$ cat src/rtl/button_msg_tx.sv
// Button message transmitter: turns button press pulses into "BTNx\r\n" byte
// streams on a valid/ready UART byte interface, with an idle gap after each message.
module button_msg_tx #(
    parameter int unsigned GAP_CYCLES = 1000
) (
    input  logic       clk,
    input  logic       rst_n,
    input  logic [1:0] press,
    output logic [7:0] tx_data,
    output logic       tx_valid,
    input  logic       tx_ready,
    output logic       busy,
    output logic       overflow
);

    localparam logic [1:0] ST_IDLE = 2'd0;
    localparam logic [1:0] ST_SEND = 2'd1;
    localparam logic [1:0] ST_GAP  = 2'd2;

    localparam bit          GAP_EN   = (GAP_CYCLES != 0);
    localparam logic [15:0] GAP_LOAD = GAP_EN ? 16'(GAP_CYCLES - 1) : 16'd0;

    logic [1:0]  state_q, state_d;
    logic [1:0]  pending_q, pending_d;
    logic [2:0]  byte_idx_q, byte_idx_d;
    logic [15:0] gap_cnt_q, gap_cnt_d;
    logic        last_q, last_d;
    logic        overflow_q, overflow_d;

    logic        start;
    logic        sel_next;
    logic [1:0]  clear;
    logic [7:0]  msg_byte;

    // A press landing on the cycle its flag is consumed simply re-arms it.
    always_comb begin
        start     = (state_q == ST_IDLE) && (pending_q != 2'b00);
        sel_next  = (pending_q == 2'b11) ? ~last_q : pending_q[1];
        clear     = start ? (sel_next ? 2'b10 : 2'b01) : 2'b00;
        pending_d  = press | (pending_q & ~clear);
        overflow_d = |(press & pending_q & ~clear);
    end

    always_comb begin
        state_d    = state_q;
        byte_idx_d = byte_idx_q;
        gap_cnt_d  = gap_cnt_q;
        last_d     = last_q;
        case (state_q)
            ST_IDLE: begin
                if (start) begin
                    state_d    = ST_SEND;
                    last_d     = sel_next;
                    byte_idx_d = 3'd0;
                end
            end
            ST_SEND: begin
                if (tx_ready) begin
                    if (byte_idx_q == 3'd5) begin
                        byte_idx_d = 3'd0;
                        if (GAP_EN) begin
                            state_d   = ST_GAP;
                            gap_cnt_d = GAP_LOAD;
                        end else begin
                            state_d = ST_IDLE;
                        end
                    end else begin
                        byte_idx_d = byte_idx_q + 3'd1;
                    end
                end
            end
            ST_GAP: begin
                if (gap_cnt_q == 16'd0) begin
                    state_d = ST_IDLE;
                end else begin
                    gap_cnt_d = gap_cnt_q - 16'd1;
                end
            end
            default: state_d = ST_IDLE;
        endcase
    end

    // During SEND, last_q names the button whose message is on the wire.
    always_comb begin
        case (byte_idx_q)
            3'd0:    msg_byte = 8'h42;
            3'd1:    msg_byte = 8'h54;
            3'd2:    msg_byte = 8'h4E;
            3'd3:    msg_byte = last_q ? 8'h31 : 8'h30;
            3'd4:    msg_byte = 8'h0D;
            3'd5:    msg_byte = 8'h0A;
            default: msg_byte = 8'h00;
        endcase
    end

    always_ff @(posedge clk) begin
        if (!rst_n) begin
            state_q    <= ST_IDLE;
            pending_q  <= 2'b00;
            byte_idx_q <= 3'd0;
            gap_cnt_q  <= 16'd0;
            last_q     <= 1'b1;
            overflow_q <= 1'b0;
        end else begin
            state_q    <= state_d;
            pending_q  <= pending_d;
            byte_idx_q <= byte_idx_d;
            gap_cnt_q  <= gap_cnt_d;
            last_q     <= last_d;
            overflow_q <= overflow_d;
        end
    end

    assign tx_valid = (state_q == ST_SEND);
    assign tx_data  = tx_valid ? msg_byte : 8'h00;
    assign busy     = (state_q != ST_IDLE);
    assign overflow = overflow_q;

endmodule

$ cat config.mk
export PLATFORM = sky130hd
export DESIGN_NAME = button_msg_tx
export DESIGN_NICKNAME = d
export VERILOG_FILES = /design/src/rtl/button_msg_tx.sv
export SDC_FILE = /design/constraint.sdc
export NUM_CORES = 1
export LEC_CHECK = 0
export BUFFER_PORTS_ARGS = -buffer_cell sky130_fd_sc_hd__buf_2
export CORE_MARGIN = 4
export CORE_UTILIZATION = 40
export CTS_CLUSTER_DIAMETER = 50
export DETAILED_ROUTE_END_ITERATION = 7
export GPL_ROUTABILITY_DRIVEN = 1
export PLACE_DENSITY_LB_ADDON = 0.1
export SLEW_MARGIN = 5
export SYNTH_ARGS = -nofsm -noshare
export SYNTH_HDL_FRONTEND = slang
export SYNTH_SLANG_ARGS = --single-unit
$ cat constraint.sdc
create_clock -name clk -period 2.5 [get_ports clk]
set_input_delay 0.125 -clock clk [delete_from_list [all_inputs] [get_ports clk]]
set_output_delay 0.125 -clock clk [all_outputs]
set_load 0.02 [all_outputs]
After elaboration in Yosys (flattened, before gate mapping)
Cells that the tools add are included.
{"block": "word_totals", "ff_bits": 25, "input_bits": 5, "output_inout_bits": 11}
{"block": "op_classes", "n_addsub": 2, "n_eq_ne": 13, "mux": 19, "n_bitwise": 6, "reduce_logical": 13}
{"op": "16-bit two-way mux", "count": 3}
{"op": "7-bit one-hot mux with 6 select lines", "count": 1}
{"op": "16-bit one-hot mux with 2 select lines", "count": 1}
{"op": "16-bit zero test", "count": 1}
{"op": "16-bit by 1-bit subtractor with 16-bit output, second input constant", "count": 1}
{"op": "2-bit two-way mux", "count": 6}
{"op": "3-bit two-way mux", "count": 3}
{"op": "8-bit two-way mux", "count": 1}
{"op": "4-bit AND reduction", "count": 2}
{"op": "2-bit nonzero test", "count": 4}
{"op": "2-bit AND", "count": 3}
{"op": "3-bit by 2-bit equality test with 1-bit output, second input constant", "count": 2}
{"op": "3-bit equality test, second input constant", "count": 2}
{"op": "2-bit != test, second input constant", "count": 3}
{"op": "2-bit one-hot mux with 3 select lines", "count": 1}
{"op": "3-bit one-hot mux with 2 select lines", "count": 1}
{"op": "2-bit equality test, second input constant", "count": 2}
{"op": "2-bit by 1-bit != test with 1-bit output, second input constant", "count": 2}
{"op": "3-bit by 1-bit adder with 3-bit output, second input constant", "count": 1}
{"op": "3-bit by 1-bit equality test with 1-bit output, second input constant", "count": 1}
{"op": "3-bit zero test", "count": 1}
{"op": "3-bit AND reduction", "count": 1}
{"op": "2-bit by 1-bit equality test with 1-bit output, second input constant", "count": 1}
{"op": "2-bit zero test", "count": 1}
{"op": "other kinds (7)", "count": 8}

Depth between registers and ports, before layout
Gate-level depths: netlist of the first run.
{"block": "logic_depth", "word_depth": 7, "ltp_mapped": 8, "depth_no_buf": 6}

Least setup slack after synthesis of the first run
Ideal clock, no wire load.
{"block": "synth_path", "path_kind": "register to register", "from": "register gap_cnt_q[5]", "to": "register gap_cnt_q[15]", "setup_ns": 0.070, "arrival_ns": 1.786, "slack_ns": 0.644, "stages_incl_launch_ff": 6, "path_cell_list": "dfxtp_1 -> nor4_2 -> nand2_1 -> or4_4 -> or4b_1 -> a21oi_1"}
{"block": "synth_between", "elab_chain_cells": 3, "word_cells_on_any_way": 6}
{"element": "start: declaration", "line_no": "26", "rtl": "logic [15:0] gap_cnt_q, gap_cnt_d;"}
{"element": "start signal: assignment", "line_no": "108", "rtl": "gap_cnt_q <= gap_cnt_d;"}
{"element": "16-bit by 1-bit subtractor with 16-bit output or 16-bit zero test (tied branches)", "line_no": "76, 73"}
{"element": "16-bit two-way mux or 2-bit != test (tied branches)"}
{"element": "16-bit one-hot mux with 2 select lines or 4-bit AND reduction (tied branches)"}
Several ways; a longest one is shown, not always the timed one. The select of a mux whose other input is x is not followed.
A chain may end at the register's enable or synchronous reset.

Final worst setup path of the first run
{"block": "layout_path", "from": "register state_q[1]", "to": "register gap_cnt_q[15]"}
{"block": "layout_between", "elab_chain_cells": 3, "word_cells_on_any_way": 8}
{"element": "start: declaration", "line_no": "23", "rtl": "logic [1:0] state_q, state_d;"}
{"element": "start signal: assignment", "line_no": "105", "rtl": "state_q <= state_d;"}
{"element": "2-bit equality test or 2-bit by 1-bit equality test with 1-bit output (tied branches)", "line_no": "49", "rtl": "case (state_q)"}
{"element": "2-bit != test (no line) (tied with other cells)"}
{"element": "4-bit AND reduction (no line)"}
Several ways; a longest one is shown, not always the timed one.

==> flow_summary.json, run 1 <==
{
  "status": "finished, final reports clean",
  "rrSetupSlack_ns": 0.37,
  "synth_top_area_share_pct": 35.7,
  "clock_sinks": 25,
  "postRouteAntennaNets": 0,
  "fin_crit_ns": 2.13,
  "synth_edf_count": 0,
  "maxSlewHeadroom_pct": 46.0,
  "initial_core_util_pct": 41.7,
  "finalHoldViolCount": 0,
  "finalWorstSetupSlack_ns": 0.370,
  "worstSetupPathType": "flop to flop",
  "vias": 1267,
  "fp.dieH_um": 67.2,
  "cts_root_buf": "clkbuf_4",
  "vias_per_cell": 5.37,
  "gp_congestion": 0.784,
  "wl_per_cell_um": 13.1,
  "hold_path_depth": 2,
  "cts_tree": "built",
  "cts_buffer_depth": 2,
  "n_fill_cell": 356,
  "stdcell_count": 236,
  "synth_nets": 186,
  "ys_types": 46,
  "drc": 0,
  "async_flop_share_pct": 0,
  "dpl.hpwl_mm": 2.27,
  "regToRegEndpoint": "gap_cnt_q[15]",
  "worst_pin_slew_ns": 0.805,
  "grtUsageMet2_pct": 27.1,
  "irDropWorstVdd_uv": 173,
  "worstPathArrival_ns": 2.39,
  "fmax_mhz": 469,
  "worst_clock_skew_ns": 0.00231,
  "fp-row-count": 21,
  "r2r-start": "state_q[1]",
  "clk_latency_ns": 0.32,
  "ys.flop_type": "dfxtp_1",
  "power_uw": 671,
  "ys_warn_count": 0,
  "crit_fanout": 13,
  "grt_pass1_vias": 1211,
  "synth_top_cells_by_area": "dfxtp_1 (36%), nor2_1 (6.4%), nand2_1 (4.3%)",
  "syn-instance-count": 179,
  "reg2regPathDepth": 6,
  "numPortBuffers": 14,
  "seq_area_frac_synth_pct": 35.7,
  "drtIter0Drc": 73,
  "maxCapViolCount": 0,
  "synth.most_common_cell": "dfxtp_1",
  "hold_class": "input port to flop",
  "synth_seq_cells": 25,
  "min_from": "press[1]",
  "drive_above_1_share_pct": 14.7,
  "worst_setup_path_end_kind": "flop",
  "area_delta_synth_final_pct": 8.48,
  "die_width_um": 67.2,
  "final_max_slew_viol_count": 0,
  "startpoint_type": "flop",
  "synthTopCellsByCount": "dfxtp_1 (25), nor2_1 (24), nand2_1 (16), a21oi_1 (11), nand3_1 (10)",
  "holdBufCountCts": 0,
  "grt.total_usage_pct": 15.3,
  "synth_top_area_cell": "dfxtp_1",
  "htreeDepth": 1,
  "tns_ns": 0,
  "diodes": 0,
  "numCtsBuffers": 3,
  "grt_max_degree": 21,
  "period_share_pct": 85.2,
  "synth.avg_cell_area_um2": 7.83,
  "clkTransAtPathRegs_ns": 0.14,
  "design.die.area_um2": 4510,
  "syn_area_um2": 1400,
  "p_leak_nw": 0.667,
  "min_to": "pending_q[1]",
  "top_usage_layer": "met2",
  "grt-ovfl-total": 0,
  "use_met3_pct": 2.00,
  "layout.nets": 198,
  "io_pins": 16,
  "antenna_found_initial": 0,
  "place_ws_ns": 0.386,
  "place_inst": 232,
  "cts_setup_buffers": 0,
  "grt_pass1_wl_mm": 5.33,
  "finalSetupViolations": 0,
  "fin_hold_ws_ns": 0.0433,
  "core_um2": 3360,
  "p_per_area_nw_per_um2": 441,
  "required_ns": 2.76,
  "first_pass_iters": 4,
  "rsz0062_at_grt": "false",
  "wl_mm": 3.09,
  "ctsResizeCount": 0,
  "grtUsageMet1_pct": 18.4
}
==> worst max path at each step <==
stage	start	end	cells past startpoint	slack [ns]
3_3_place_gp	state_q[1]	gap_cnt_q[15]	6	0.49
3_5_place_dp	state_q[1]	gap_cnt_q[15]	6	0.39
2_1_floorplan	gap_cnt_q[5]	gap_cnt_q[15]	5	0.64
5_1_grt	state_q[0]	gap_cnt_q[15]	6	0.19
6_report	state_q[1]	gap_cnt_q[15]	6	0.37
4_1_cts	state_q[1]	gap_cnt_q[15]	6	0.36
==> cell type report <==
class | instances | area, um2 | area share (%)
Tap cell | 46 | 57.6 | 3.79
Sequential cell | 25 | 500 | 32.9
Multi-Input combinational cell | 137 | 823 | 54.2
Inverter | 9 | 33.8 | 2.22
Clock buffer | 3 | 22.5 | 1.48
Timing Repair Buffer | 15 | 77.6 | 5.10
Clock inverter | 1 | 5.00 | 0.329
==> state kept, by name, indices dropped and copies added (netlist names) <==
name,flops
byte_idx_q,3
last_q,1
state_q,2
overflow,1
pending_q,2
gap_cnt_q,16
==> routing by layer <==
metal,part of all wire [%],up-vias
met2,48,30
met5,0,-
met3,4.9,6
li1,-,653
met1,46,578
met4,1.5,0
==> metrics by stage <==
stage,area (um2),utilization [%]
floorplan,1400,-
global placement,1490,44.4
detailed placement,1490,44.4
CTS,1520,45.2
global route,1520,45.2
finish,1520,45.2
==> layout by cell type, fill, tap and decap left out, types with 6 or more instances in the layout <==
cell type and instances:
dfxtp_1 25, nor2_1 24, nand2_1 16, buf_2 14
a21oi_1 11, nand3_1 10, inv_1 8, nor2b_1 7
o21ai_0 7, nor3_1 6
==> kinds of logic (layout without fill, tap and decap cells) <==
logic type | count (synthesis) | after routing | share of synthesized area [%]
DFF | 25 | 25 | 35.7
other | 1 | 1 | 0.268
buffers and inverters | 17 | 28 | 5.54
and+or+nand+nor | 86 | 86 | 32.1
adders and majority gates | 2 | 2 | 1.79
xor gates and xnor gates | 4 | 4 | 2.50
muxes | 4 | 4 | 2.86
AOI/OAI and AO/OA | 40 | 40 | 19.2
==> worst max-delay path, stage by stage (launching register included) <==
cell and delay [ns]:
dfxtp_1 0.39, nand2b_1 0.28, inv_2 0.18, a31o_2 0.19
o21ai_1 0.27, or4b_1 0.58, a21oi_1 0.16
==> power breakdown <==
group	internal (mW)	switching, mW	total [mW]
Sequential	0.405	0.00876	0.414
Clock	0.0600	0.124	0.184
Combinational	0.0261	0.0465	0.0726
No activity file was read; power rests on OpenSTA's default activity.
==> run 2: changes to the inputs <==
--- a/config.mk
+++ b/config.mk
@@ -5,6 +5,7 @@
 export SDC_FILE = /design/constraint.sdc
 export NUM_CORES = 1
 export LEC_CHECK = 0
+export ABC_AREA = 1
 export BUFFER_PORTS_ARGS = -buffer_cell sky130_fd_sc_hd__buf_2
 export CORE_MARGIN = 4
 export CORE_UTILIZATION = 40
==> flow_summary.json, run 2 <==
{
  "vias_per_cell": 4.67,
  "seq_area_frac_synth_pct": 30.5,
  "fmax_mhz": 560,
  "required_ns": 2.63,
  "drive_above_1_share_pct": 18.1,
  "p_per_area_nw_per_um2": 841,
  "htreeDepth": 1,
  "finalSetupViolations": 0,
  "stdcell_count": 327,
  "p_leak_nw": 0.827,
  "synth_nets": 271,
  "place_ws_ns": 0.738,
  "synthTopCellsByCount": "nand2_1 (72), nor2_1 (44), inv_1 (32), dfxtp_1 (25), nand3_1 (20)",
  "numPortBuffers": 14,
  "diodes": 0,
  "grt.total_usage_pct": 15.6,
  "final_max_slew_viol_count": 0,
  "wl_per_cell_um": 11.1,
  "initial_core_util_pct": 41.3,
  "synth.most_common_cell": "nand2_1",
  "fin_crit_ns": 1.79,
  "wl_mm": 3.64,
  "cpMaxStageDelayCell": "dfxtp_1",
  "fp.dieH_um": 72.1,
  "clkTransAtPathRegs_ns": 0.10,
  "design.die.area_um2": 5190,
  "fin_area_um2": 1780,
  "worst_clock_skew_ns": 0.0112,
  "path_cells": "inv_1, ha_1, nand2_1, nor2_2, nand3_1, nand3_4, inv_4, nand2_1, a21oi_1",
  "drtIter0Drc": 38,
  "fin_util_pct": 44.7,
  "period_share_pct": 71.4,
  "place_area_um2": 1730,
  "tns_ns": 0,
  "grt_max_degree": 22,
  "ys_warn_count": 0,
  "top_register": "gap_cnt_q",
  "worst-path-stages": 9,
  "maxCapViolCount": 0,
  "worstPathArrival_ns": 1.92,
  "reg2regPathDepth": 9,
  "synth.avg_cell_area_um2": 6.22,
  "holdBufCountCts": 0,
  "n_fill_cell": 442,
  "syn_area_um2": 1640,
  "rsz0062_at_grt": "false",
  "top_regs": "gap_cnt_q: 16 flops, byte_idx_q: 3 flops",
  "final_cell_mix": "nand2_1 (72), nor2_1 (44), inv_1 (32), dfxtp_1 (25), nand3_1 (20)",
  "core_um2": 3970,
  "clock_sinks": 25,
  "grt_pass1_wl_mm": 6.43,
  "fin_hold_ws_ns": 0.0566,
  "startpoint_type": "flop",
  "place_inst": 323,
  "syn-instance-count": 264,
  "hold_class": "input port to flop",
  "clk_latency_ns": 0.29,
  "ys.flop_type": "dfxtp_1",
  "first_pass_iters": 6,
  "crit_buf_inv": 2,
  "io_pins": 16,
  "vias": 1528,
  "cts_tree": "built",
  "hold_path_depth": 3,
  "gp_congestion": 0.825,
  "crit_family": "simple AND/OR/NAND/NOR gates",
  "postRouteAntennaNets": 0,
  "synth_top_area_share_pct": 30.5,
  "cts_buffer_depth": 2,
  "drc": 0,
  "status": "finished, final reports clean",
  "power_mw": 1.49,
  "cts_root_buf": "clkbuf_8",
  "largest_reg_flops": 16,
  "numCtsBuffers": 3,
  "area_delta_synth_final_pct": 8.23,
  "worst_setup_path_end_kind": "flop",
  "mostFrequentLayoutCell": "nand2_1",
  "crit_fanout": 19,
  "irDropWorstVdd_uv": 259,
  "worst_pin_slew_ns": 0.901,
  "layout.nets": 285,
  "synth_seq_cells": 25,
  "worstSetupPathType": "flop to flop",
  "fp-row-count": 23,
  "antenna_found_initial": 0,
  "ys_types": 29,
  "async_flop_share_pct": 0,
  "finalWorstSetupSlack_ns": 0.714,
  "grt-ovfl-total": 0,
  "cpPeakStageDelay_ns": 0.31,
  "synth_top_area_cell": "dfxtp_1",
  "grt_pass1_vias": 1373,
  "dpl.hpwl_mm": 2.67,
  "maxSlewHeadroom_pct": 39.9,
  "crit_top_cell": "nand2_1",
  "ctsResizeCount": 0,
  "die_width_um": 72.1,
  "finalHoldViolCount": 0,
  "cts_setup_buffers": 0,
  "synth_top_cells_by_area": "dfxtp_1 (30%), nand2_1 (16%), nor2_1 (10%)",
  "synth_edf_count": 0
}
## run 2: cell count changes after synthesis, moves of 7 or more
cell	change
nand2_1	+56
inv_1	+24
nor2_1	+20
a21oi_2	+10
nand2_2	+10
nand3_1	+10
nor2b_1	-7
## run 2: tightest hold or removal path, stage by stage
cell     delay [ns]
buf_2          0.09
a21oi_1        0.04
nor2_1         0.06
## run 2: path summary, 6_finish.rpt
| check | startpoint | endpoint | slack (ns) |
|---|---|---|---|
| worst max-delay path | gap_cnt_q[1] | gap_cnt_q[11] | 0.71 |
| worst max register to register | gap_cnt_q[1] | gap_cnt_q[11] | 0.71 |
| worst min-delay path | press[1] | pending_q[1] | 0.06 |
| worst min register to register | last_q | last_q | 0.50 |
## run 2: cell type report
type | instances | area [um2] | share of cell area, %
inverters | 37 | 144 | 8.10
repair buffers | 14 | 70.1 | 3.94
clock buffers | 3 | 41.3 | 2.32
well taps | 50 | 62.6 | 3.52
multi-input cells | 197 | 951 | 53.5
clock inverters | 1 | 7.51 | 0.423
flip-flops and latches | 25 | 500 | 28.2
## run 2: routing by layer
| metal | GRT usage, % | vias up | part of all wire [%] |
|---|---|---|---|
| met5 | 0 | - | 0 |
| met4 | 7.10 | 0 | 2.4 |
| met3 | 2.22 | 7 | 2.9 |
| met2 | 24.6 | 19 | 44 |
| met1 | 21.0 | 657 | 50 |
| li1 | - | 845 | - |
## run 2: report_power, final
part	leakage (nW)	switching, mW	internal [mW]	total [mW]
clock	0.0217	0.146	0.114	0.259
sequential	0.205	0.0559	0.454	0.510
combinational	0.600	0.495	0.230	0.726
## run 2: kinds of logic (layout without fill, tap and decap cells)
| kind of cell | Yosys count | after routing | share of synthesized area [%] |
|---|---|---|---|
| flip-flops | 25 | 25 | 30.5 |
| adder cells (fa/ha/maj) | 2 | 2 | 1.52 |
| buffers and inverters | 42 | 55 | 11.6 |
| AND/OR/NAND/NOR | 157 | 157 | 42.2 |
| AO/OA/AOI/OAI | 37 | 37 | 14.0 |
| other | 1 | 1 | 0.228 |
